--- src/rtl/ttl_7400_share_arbiter.sv ---
// Round-robin sequencer that time-shares one quad 2-input NAND package among
// four clocked requesters: latch operands, wait for the gates to settle, capture Y.
module ttl_7400_share_arbiter #(
  parameter int SETTLE_CYCLES = 2
) (
  input  logic        CLK,
  input  logic        CLR_n,
  input  logic [3:0]  REQ,
  input  logic [15:0] OPA,
  input  logic [15:0] OPB,
  output logic [3:0]  GNT,
  output logic [3:0]  DONE,
  output logic [3:0]  RESULT,
  output logic        BUSY,
  output logic [3:0]  GA,
  output logic [3:0]  GB,
  input  logic [3:0]  GY
);

  localparam int S_EFF = (SETTLE_CYCLES < 1) ? 1 : SETTLE_CYCLES;
  localparam int CW    = $clog2(S_EFF + 1);

  typedef enum logic [1:0] {
    ST_IDLE   = 2'd0,
    ST_SETTLE = 2'd1,
    ST_DONE   = 2'd2
  } state_t;

  state_t          r_state;
  state_t          w_state_nxt;
  logic [1:0]      r_ptr;
  logic [CW-1:0]   r_cnt;
  logic [3:0]      r_gnt;
  logic [3:0]      r_done;
  logic [3:0]      r_result;
  logic [3:0]      r_ga;
  logic [3:0]      r_gb;
  logic            r_busy;
  logic [1:0]      r_win;
  logic [1:0]      w_win_idx;
  logic            w_win_valid;
  logic [1:0]      w_scan_idx;

  // Scan from the farthest offset down so the closest pending request to r_ptr wins.
  always_comb begin
    w_win_valid = 1'b0;
    w_win_idx   = r_ptr;
    w_scan_idx  = r_ptr;
    for (int i = 3; i >= 0; i--) begin
      w_scan_idx = r_ptr + 2'(i);
      if (REQ[w_scan_idx]) begin
        w_win_valid = 1'b1;
        w_win_idx   = w_scan_idx;
      end
    end
  end

  always_comb begin
    w_state_nxt = r_state;
    case (r_state)
      ST_IDLE:   if (w_win_valid) w_state_nxt = ST_SETTLE;
      ST_SETTLE: if (r_cnt == CW'(1)) w_state_nxt = ST_DONE;
      ST_DONE:   w_state_nxt = ST_IDLE;
      default:   w_state_nxt = ST_IDLE;
    endcase
  end

  always_ff @(posedge CLK or negedge CLR_n) begin
    if (!CLR_n) begin
      r_state <= ST_IDLE;
    end else begin
      r_state <= w_state_nxt;
    end
  end

  always_ff @(posedge CLK or negedge CLR_n) begin
    if (!CLR_n) begin
      r_ptr    <= 2'd0;
      r_cnt    <= '0;
      r_gnt    <= 4'd0;
      r_done   <= 4'd0;
      r_result <= 4'd0;
      r_ga     <= 4'd0;
      r_gb     <= 4'd0;
      r_busy   <= 1'b0;
      r_win    <= 2'd0;
    end else begin
      case (r_state)
        ST_IDLE: begin
          if (w_win_valid) begin
            r_gnt  <= 4'b0001 << w_win_idx;
            r_ga   <= OPA[{w_win_idx, 2'b00} +: 4];
            r_gb   <= OPB[{w_win_idx, 2'b00} +: 4];
            r_busy <= 1'b1;
            r_cnt  <= CW'(S_EFF);
            r_win  <= w_win_idx;
          end
        end
        ST_SETTLE: begin
          // GA/GB have now been stable for S_EFF full cycles; sample the package.
          if (r_cnt == CW'(1)) begin
            r_result <= GY;
            r_done   <= r_gnt;
          end else begin
            r_cnt <= r_cnt - CW'(1);
          end
        end
        ST_DONE: begin
          r_done <= 4'd0;
          r_gnt  <= 4'd0;
          r_ga   <= 4'd0;
          r_gb   <= 4'd0;
          r_busy <= 1'b0;
          r_ptr  <= r_win + 2'd1;
        end
        default: ;
      endcase
    end
  end

  assign GNT    = r_gnt;
  assign DONE   = r_done;
  assign RESULT = r_result;
  assign BUSY   = r_busy;
  assign GA     = r_ga;
  assign GB     = r_gb;

endmodule

--- config.mk ---
export PLATFORM = sky130hd
export DESIGN_NAME = ttl_7400_share_arbiter
export DESIGN_NICKNAME = d
export VERILOG_FILES = /design/src/rtl/ttl_7400_share_arbiter.sv
export SDC_FILE = /design/constraint.sdc
export NUM_CORES = 1
export LEC_CHECK = 0
export ABC_AREA = 1
export CAP_MARGIN = 15
export CORE_ASPECT_RATIO = 1.75
export CORE_MARGIN = 2
export CORE_UTILIZATION = 30
export CTS_BUF_LIST = sky130_fd_sc_hd__clkbuf_4 sky130_fd_sc_hd__clkbuf_8
export CTS_CLUSTER_SIZE = 12
export DETAILED_ROUTE_END_ITERATION = 8
export GPL_ROUTABILITY_DRIVEN = 0
export PLACE_DENSITY = 0.59
export RECOVER_POWER = 100
export SLEW_MARGIN = 20
export SYNTH_ARGS = -nofsm -noshare
export SYNTH_HDL_FRONTEND = slang
export SYNTH_SLANG_ARGS = --single-unit
export TNS_END_PERCENT = 50
--- constraint.sdc ---
create_clock -name CLK -period 2.2 [get_ports CLK]
set_input_delay 0.44 -clock CLK [delete_from_list [all_inputs] [get_ports CLK]]
set_output_delay 0.44 -clock CLK [all_outputs]
set_load 0.01 [all_outputs]
==> metrics.yaml, run 1 <==
setup_path:
  cp.required_ns: 2.41
  end_kind: "flop"
  crit_buf_inv: 3
  worstSetupPathType: "in -> reg"
  arrival_ns: 2.15
  critPathTopFamily: "simple AND/OR/NAND/NOR gates"
  cp-start-kind: "primary input"
  critPathSlowestCell: "clkdlybuf4s50_1"
  cpPeakStageDelay_ns: 0.49
  crit_path_cell_trace: "clkdlybuf4s50_1 > inv_1 > nand2_1 > nand3_1 > nand2_1 > clkinv_1 > nand3_2 > nand2_4 > nand2_4 > nand2_1 > nand2_1 > nand2_1 > nand2_1 > nand2_1 > nand2_1"
  critPathMostFrequentCell: "nand2_1"
  cp_max_fo: 19
placement:
  placed_cell_area_um2: 2480
  dp.cells: 390
  dp_hpwl_mm: 3.47
  portBuffers: 62
timing:
  skew_ns: 0.00519
  whs_ns: 0.473
  fmax_mhz: 515
  rsz0062_at_grt: "false"
  min_period_ns: 1.94
  slew_violations: 0
  tightest_slew_ns: 0.719
  finalSetupViolations: 0
  fin_crit_sh_pct: 88.2
  slew_headroom_pct: 52.1
  final_hold_viol_count: 0
logic_synthesis:
  yosys-top-cells-count: "119 x nand2_1, 30 x nand3_1, 29 x dfrtp_1"
  synthesis.nets: 292
  yosys.cell_count.top_type: "nand2_1"
  synthCells: 249
  yosysWarnings: 0
  synth.area.top_cells: "dfrtp_1 41%, nand2_1 26%, nand3_1 8.6%, nand2_2 3.9%, inv_1 3.6%"
  ys_seq_area_share_pct: 41.5
  synth-edff-count: 0
  async_flop_share_pct: 100
  postSynthAreaPerCell_um2: 7.02
  ys_seq_elements: 29
  yosysTopAreaCell: "dfrtp_1"
  synth_area_um2: 1750
  netlist-cell-type-count: 24
  yosysTopAreaCellShare_pct: 41.5
  synth_flop_cell: "dfrtp_1"
floorplanning:
  initial_utilization_pct: 31.3
  die_h_um: 105
  die_area_um2: 6480
  die_x_um: 61.7
  pin_count: 63
  core-area_um2: 5590
  rows: 36
clocking:
  cts_tree: "built"
  worstSkewPairLatency_ns: 0.27
  clkTransAtPathRegs_ns: 0.07
  clkSinkCount: 29
  hold_buffers: 0
  h-tree-depth: 2
  post-cts-setup-buffers: 0
  cts_max_path_buffers: 2
  root_buffer: "clkbuf_8"
  cts_buffers: 5
job:
  maxCapViolations: 0
pwr:
  pwr-share-comb_pct: 62.1
  power.density_nw_per_um2: 1560
  p_switching_mw: 1.88
  fin_total_pwr_mw: 4.04
  switching_share_pct: 46.5
  seqPwrFrac_pct: 23.5
  leakage_nw: 1.35
  p_int_mw: 2.16
  peakVddDrop_mv: 0.709
  p_clk_share_pct: 14.4
global_routing:
  antenna_found_initial: 0
  met2_usage_pct: 27.1
  use_met3_pct: 3.09
  grt.met1_usage_pct: 16.1
  grt_pass1_vias: 1666
  gr-usage-all-layers_pct: 14.8
  overflow: 0
  busiest_layer: "met2"
  grt_pass1_wl_mm: 7.40
  grt_max_degree: 30
detailed_routing:
  routed_wl_mm: 4.53
  drt_iter0_markers: 62
  num_vias: 1734
  avgViaCountPerCell: 4.36
  antenna_left: 0
  wire_per_inst_um: 11.4
  drc: 0
  first_pass_iters: 4
final_layout:
  area_delta_synth_final_pct: 48.4
  final_util_pct: 46.5
  drive_gt1_share_pct: 13.0
  final_area_um2: 2590
  diodes: 0
  nNetsFinal: 364
  final_cells: 398
run_status:
  status: "complete, no violations"
hold_path:
  hold_class: "reg -> reg"
-- cell usage in the layout, fill, tap and decap left out, types with 2 or more instances in the layout --
cell type / instances
o21ai_0: 12
nand2_4: 3
clkbuf_8: 6
clkbuf_4: 2
dfrtp_1: 29
nand2_1: 119
inv_2: 5
inv_1: 17
nor2_1: 5
nand3_2: 2
nand2_2: 11
dlygate4sd3_1: 22
nand3_1: 30
buf_4: 7
clkdlybuf4s50_1: 40
-- kinds of logic after synthesis --
logic type / count (synthesis) / share of synthesized area (%)
adder cells (fa/ha/maj): 1 / 0.715
AND/OR/NAND/NOR: 172 / 44.0
AO/OA/AOI/OAI: 14 / 4.08
flip-flops: 29 / 41.5
buffers and inverters: 32 / 9.23
XOR/XNOR: 1 / 0.501
-- power groups by stage --
stage               clock network [mW]  registers (mW)  logic, mW
finish                           0.584           0.948       2.51
detailed placement                   0           0.969       2.61
global route                     0.622           0.985       2.87
floorplan                            0           0.995       1.78
global placement                     0           0.969       2.59
CTS                              0.592           0.964       2.63
-- what timing repair did --
action / 4_1_cts / 5_1_grt
setup endpoints to repair: 0 / 3
endpoints found under the hold margin: 0 / 0
gates resized for setup: 0 / 1
-- layout make-up --
class | count | area (µm²)
timing repair buffer | 72 | 689
tap | 76 | 95.1
clock buffer | 7 | 90.1
multi-input combinational | 188 | 862
clock inverter | 1 | 30.0
inverter | 25 | 103
sequential | 29 | 726
fill | 608 | 2990
-- tightest hold or removal path, cell delays in order, from the launching register on --
cell and delay, ns:
dfrtp_1 0.34, nand2_1 0.05, nand2_1 0.05
-- per-layer routing --
layer,part of all wire [%],routed length [µm],up-vias
met3,5.0,228,4
li1,-,-,919
met4,0.60,27,0
met1,40,1830,764
met5,0,0,-
met2,54,2450,47
-- worst paths after layout --
| path | startpoint | end | slack, ns | cells past startpoint |
|---|---|---|---|---|
| min in group asynchronous | CLR_n | GA[3]$_DFFE_PN0P_ | 0.75 | 2 |
| hold reg to reg | GB[1]$_DFFE_PN0P_ | GB[1]$_DFFE_PN0P_ | 0.47 | 2 |
| hold / removal | GB[1]$_DFFE_PN0P_ | GB[1]$_DFFE_PN0P_ | 0.47 | 2 |
| max in group asynchronous | CLR_n | GB[0]$_DFFE_PN0P_ | 0.99 | 2 |
| setup reg to reg | r_ptr[0]$_DFFE_PN0P_ | GA[1]$_DFFE_PN0P_ | 0.27 | 16 |
| setup / recovery | REQ[3] | GA[1]$_DFFE_PN0P_ | 0.26 | 15 |
-- registers in the layout (all words and copies together) (netlist names) --
| register | cells |
|---|---|
| RESULT | 4 |
| DONE | 4 |
| r_state | 2 |
| GA | 4 |
| r_cnt | 2 |
| BUSY | 1 |
| GB | 4 |
| r_ptr | 2 |
| GNT | 4 |
| r_win | 2 |
-- metrics by stage --
stage,TNS (ns),setup WS (ns)
4_1_cts,0,0.153
6_report,0,0.259
2_1_floorplan,0,0.485
5_1_grt,0,0.00644
3_3_place_gp,-0.476,-0.0652
3_5_place_dp,-0.578,-0.0862
(Power assumes the default switching activity.)
==> inputs of run 2 (changes only) <==
CORE_UTILIZATION = 44   (was 30)
PLACE_DENSITY = 0.81   (was 0.59)
==> run 2 against run 1 <==
Against the previous run:
- largest cell class unchanged
- final cell count down 7.3%
- maximum frequency down 0.27%
- sequential power up 0.5%
- sequential share of layout area up 0.78 points
- non-clock buffer count down 1
- clock power down 27%
- cell area down 2.6%
- utilization up 20 points
- combinational power about the same
- clock skew up 0.0044 ns
- worst setup slack worse by 0.0052 ns
- sequential cell count unchanged
- critical endpoint is now GB[1]$_DFFE_PN0P_
==> metrics.yaml, run 2 (synthesis results as in run 1) <==
setup_path:
  crit_cells: 13  # -2
  cp_max_fo: 8  # -11
  critPathTopFamily: "simple AND/OR/NAND/NOR gates"
  cpPeakStageDelay_ns: 0.44  # -0.05 ns
  reg2reg_depth: 14  # -2
  end_kind: "flop"
  arrival_ns: 2.17  # +0.02 ns
  cp-start-kind: "primary input"
  crit_buf_inv: 4  # +1
  crit_path_cell_trace: "clkdlybuf4s50_1 > inv_1 > nand2_1 > nand3_1 > nand2_1 > buf_4 > nor3_1 > nor2_1 > nand2_2 > nand2_1 > inv_2 > nand2_1 > nand2_1"
  critPathSlowestCell: "clkdlybuf4s50_1"
  worstSetupPathType: "in -> reg"
  critPathMostFrequentCell: "nand2_1"
  cp.required_ns: 2.42  # about the same
detailed_routing:
  routed_wl_mm: 4.33  # -4.5%
  avgViaCountPerCell: 4.78  # +9.6%
  drt_iter0_markers: 32  # -48%
  first_pass_iters: 4  # unchanged
  wire_per_inst_um: 11.7  # +3.0%
  antenna_left: 0  # unchanged
  num_vias: 1762  # +1.6%
  drc: 0  # unchanged
global_routing:
  overflow: 0  # unchanged
  grt_max_degree: 30  # unchanged
  antenna_found_initial: 0  # unchanged
  grt_pass1_vias: 1731  # +3.9%
  grt_pass1_wl_mm: 7.25  # -2.1%
  gr-usage-all-layers_pct: 21.1  # +6.3 points
hold_path:
  hold-path-cell-count: 2  # unchanged
  hold_class: "reg -> reg"
placement:
  dp_hpwl_mm: 3.37  # -2.9%
  portBuffers: 62  # unchanged
  dp_slack_ns: -0.0622  # +0.0240 ns
pwr:
  peakVddDrop_mv: 1.23  # +73%
  power.density_nw_per_um2: 1550  # -0.57%
  leakage_nw: 1.34  # -0.87%
final_layout:
  diodes: 0  # unchanged
  final_common_cell: "nand2_1"
  layout_common_cells: "120 x nand2_1, 40 x clkdlybuf4s50_1, 30 x nand3_1"
  multi_input_area_um2: 855  # -0.87%
  regArea_um2: 727  # +0.17%
  nNetsFinal: 363  # -0.27%
  drive_gt1_share_pct: 12.8  # -0.27 points
  area_delta_synth_final_pct: 44.6
  final_util_pct: 66.0  # +20 points
  fillerInstances: 367  # -40%
floorplanning:
  initial_utilization_pct: 45.7  # +14 points
  rows: 30  # -17%
  core-area_um2: 3830  # -31%
  pin_count: 63  # unchanged
  die_h_um: 87.4  # -17%
  die_x_um: 51.7  # -16%
  die_area_um2: 4520  # -30%
clocking:
  worstSkewPairLatency_ns: 0.28  # about the same
  hold_buffers: 0  # unchanged
  post-cts-setup-buffers: 0  # unchanged
  cts_buffers: 5  # unchanged
  h-tree-depth: 2  # unchanged
  cts_tree: "built"
  cts_max_path_buffers: 2  # unchanged
  clkSinkCount: 29  # unchanged
  clkTransAtPathRegs_ns: 0.06  # about the same
  root_buffer: "clkbuf_8"
timing:
  finalSetupViolations: 0  # unchanged
  min_period_ns: 1.95  # +0.00524 ns
  rsz0062_at_grt: "false"
  slew_headroom_pct: 54.6  # +2.6 points
  fin_crit_sh_pct: 88.4  # +0.24 points
  tightest_slew_ns: 0.681  # -0.0385 ns
  slew_violations: 0  # unchanged
  whs_ns: 0.471  # -0.00158 ns
  worst_slack_ns: 0.254  # -0.00524 ns
  final_hold_viol_count: 0  # unchanged
  fmax_mhz: 514  # -0.27%
  skew_ns: 0.00955  # +0.00436 ns
job:
  maxCapViolations: 0  # unchanged
run_status:
  status: "complete, no violations"
==> run 2: cell type report <==
cell class | count | share of cell area (%)
Tap cell | 48 | 2.38
Multi-Input combinational cell | 188 | 33.8
Sequential cell | 29 | 28.7
Timing Repair Buffer | 71 | 27.6
Clock inverter | 2 | 0.396
Clock buffer | 6 | 3.02
Inverter | 25 | 4.06
==> run 2: final timing paths <==
path / startpoint / endpoint / slack (ns)
worst max-delay path: REQ[3] / GB[1]$_DFFE_PN0P_ / 0.25
worst min-delay path: RESULT[0]$_DFFE_PN0P_ / RESULT[0]$_DFFE_PN0P_ / 0.47
worst max register to register: r_ptr[0]$_DFFE_PN0P_ / GB[1]$_DFFE_PN0P_ / 0.29
worst min register to register: RESULT[0]$_DFFE_PN0P_ / RESULT[0]$_DFFE_PN0P_ / 0.47
max in group asynchronous: CLR_n / r_ptr[0]$_DFFE_PN0P_ / 1.00
min in group asynchronous: CLR_n / r_ptr[1]$_DFFE_PN0P_ / 0.72
==> run 2: repair_timing <==
action,CTS,global route
setup endpoints to repair,0,7
endpoints found under the hold margin,0,0
resized for setup,0,2
==> run 2: through the flow <==
stage | TNS [ns] | power [mW] | cells | cell area, µm²
3_3_place_gp | -0.126 | 3.50 | 361 | 2450
2_1_floorplan | 0 | 2.78 | 249 | 1750
4_1_cts | 0 | 4.02 | 369 | 2530
3_5_place_dp | -0.391 | 3.58 | 361 | 2450
5_1_grt | 0 | 4.33 | 369 | 2530
6_report | 0 | 3.92 | 369 | 2530
==> run 2: where the power goes <==
group / switching, mW / total [mW] / internal, mW / leakage [nW]
clock network: 0.196 / 0.427 / 0.231 / 0.0484
registers: 0.165 / 0.953 / 0.788 / 0.361
logic: 1.51 / 2.54 / 1.03 / 0.933
==> run 2: routing by layer <==
metal	global-route usage, %	up-vias	routed length, µm
met2	36.5	39	2290
met3	3.26	10	187
li1	-	918	-
met4	10.8	0	121
met5	0	-	0
met1	24.7	795	1730
==> run 2: worst min-delay path, stage by stage, from the launching register on <==
cell     delay [ns]
dfrtp_1        0.33
nand2_1        0.05
nand2_1        0.05
==> RTL edit 1 (flow settings as in run 2) <==
`SETTLE_CYCLES`: 2 -> 4.
--- a/src/rtl/ttl_7400_share_arbiter.sv
+++ b/src/rtl/ttl_7400_share_arbiter.sv
@@ -1,7 +1,7 @@
 // Round-robin sequencer that time-shares one quad 2-input NAND package among
 // four clocked requesters: latch operands, wait for the gates to settle, capture Y.
 module ttl_7400_share_arbiter #(
-  parameter int SETTLE_CYCLES = 2
+  parameter int SETTLE_CYCLES = 4
 ) (
   input  logic        CLK,
   input  logic        CLR_n,
Function: changed (a bounded check fails within 4 cycles, from zero or initial values).
==> RTL edit 1 against run 2 <==
  * Global-route usage down 1.1 points
  * Utilization down 2.1 points
  * Power up 3.0%
  * Worst hold slack better by 0.0071 ns
  * Sequential power up 2.4%
  * Combinational power up 4%
  * Area after synthesis up 7.7%
  * Critical path depth up 2
  * Sequential cell count up 1
  * Routed wire length up 2.6%
  * Design area up 4.0%
  * Setup slack worse by 0.022 ns
==> RTL edit 1: results (changes against run 2) <==
The tools report the half-perimeter wire length after placement as 3438 um (+2.2%). For the hold slack, the log shows 0.4782 ns (+0.007093 ns). The wire length after detailed routing was 4438 um (+2.6%). Yosys attributes the largest share of cell area to sky130_fd_sc_hd__dfrtp_1 40%, sky130_fd_sc_hd__nand2_1 21%, sky130_fd_sc_hd__nand3_1 8.0%, sky130_fd_sc_hd__nand2_2 7.3%, sky130_fd_sc_hd__inv_1 4.0%. Via-per-instance ratio: 4.760 (-0.32%). The tools report the number of DRC markers in iteration 0 as 52 (+63%). The post-synthesis share of cell area spent on xor and xnor gates is 0.4651% (-0.036 points). The run finished with clean final reports. Length in cells of the worst reg-to-reg path: 16 (+2). Worst hold path endpoint: RESULT[2].

The critical path starts at REQ[1]. For the number of warning messages in the yosys log, the log shows 0 (unchanged). The largest fanout on the critical path is 18 (+10), and the proportion of synthesized chip area in sequential cells is 39.87% (-1.6 points). The worst hold path begins at RESULT[2]. The final net count came out at 370 (+1.9%). The synthesized-area fraction occupied by adder cells came out at 1.329% (+0.61 points).

The maximum cell stage delay along the critical path works out to 0.49 ns (+0.05 ns). Net count after synthesis: 301 (+3.1%). For the headroom to the max-slew limit, the log shows 53.27% (-1.3 points). The tools report the combined global-route utilization of all metal layers as 20.01% (-1.1 points).

The run gives 65.1% (+0.3 points) as the combinational power share. Via count of the first global-routing pass: 1,716 (-0.87%). The tools report the antenna diode count as 0 (unchanged). By instance count, the leading cell after synthesis is sky130_fd_sc_hd__nand2_1. The clock tree root buffer cell was sky130_fd_sc_hd__clkbuf_8. In this run the critical register-to-register path is captured at GA[1].

Final-layout fill cell count: 370 (+0.82%). The logs give 0.006219 ns (-0.003330 ns) for the clock skew after layout and 31 (+3.3%) for the maximum number of pins on one net before global-route repair. For the worst-case vdd ir drop, the log shows 0.9036 mV (-26%). The number of instances on the worst hold path came out at 2 (unchanged).

The share of the synthesized area in compound gates (AO/OA/AOI/OAI) came out at 4.120% (+0.042 points). The tools report the first-pass GRT wire length as 7314 um (+0.95%). Counting instances in the post-synthesis netlist gives the leading cell types as 107 x sky130_fd_sc_hd__nand2_1, 30 x sky130_fd_sc_hd__dfrtp_1, 30 x sky130_fd_sc_hd__nand3_1. The layout cell share with drive strength beyond 1 is 15.03% (+2.3 points). The run gives 10.7% (-0.2 points) as the proportion of power drawn by the clock network.

The proportion of synthesized flip-flops having asynchronous set or reset is 100.0% (unchanged), and the net switching power is 1.904 mW (+1.7%). The die outline width is 53.45 um (+3.5%). The post-CTS setup buffer count was 0 (unchanged).

Reported leakage power: 1.383 nW (+3.1%).
==> RTL edit 1: stage by stage <==
stage	setup WS, ns	utilization (%)	total power, mW	area [sq um]	std cells
after floorplan	0.4897	-	2.964	1883	257
after global placement	-0.01982	62.26	3.664	2560	368
after detailed placement	-0.06774	62.26	3.720	2560	368
after CTS	0.1652	64.30	4.172	2644	375
after global routing	0.01043	63.97	4.451	2630	375
final	0.2323	63.97	4.034	2630	375
==> RTL edit 1: final cells by class <==
type | count | share of cell area, %
flip-flops and latches | 30 | 28.59
clock buffers | 7 | 3.187
well taps | 49 | 2.331
multi-input cells | 193 | 35.16
repair buffers | 70 | 26.74
inverters | 26 | 3.996
==> RTL edit 1: layer usage <==
metal / vias up / GRT usage [%] / part of all wire (%)
met5: - / 0 / 0
met4: 0 / 7.692 / 1.7
met3: 6 / 4.967 / 5.5
met2: 50 / 33.95 / 52
met1: 797 / 23.09 / 41
li1: 932 / - / -
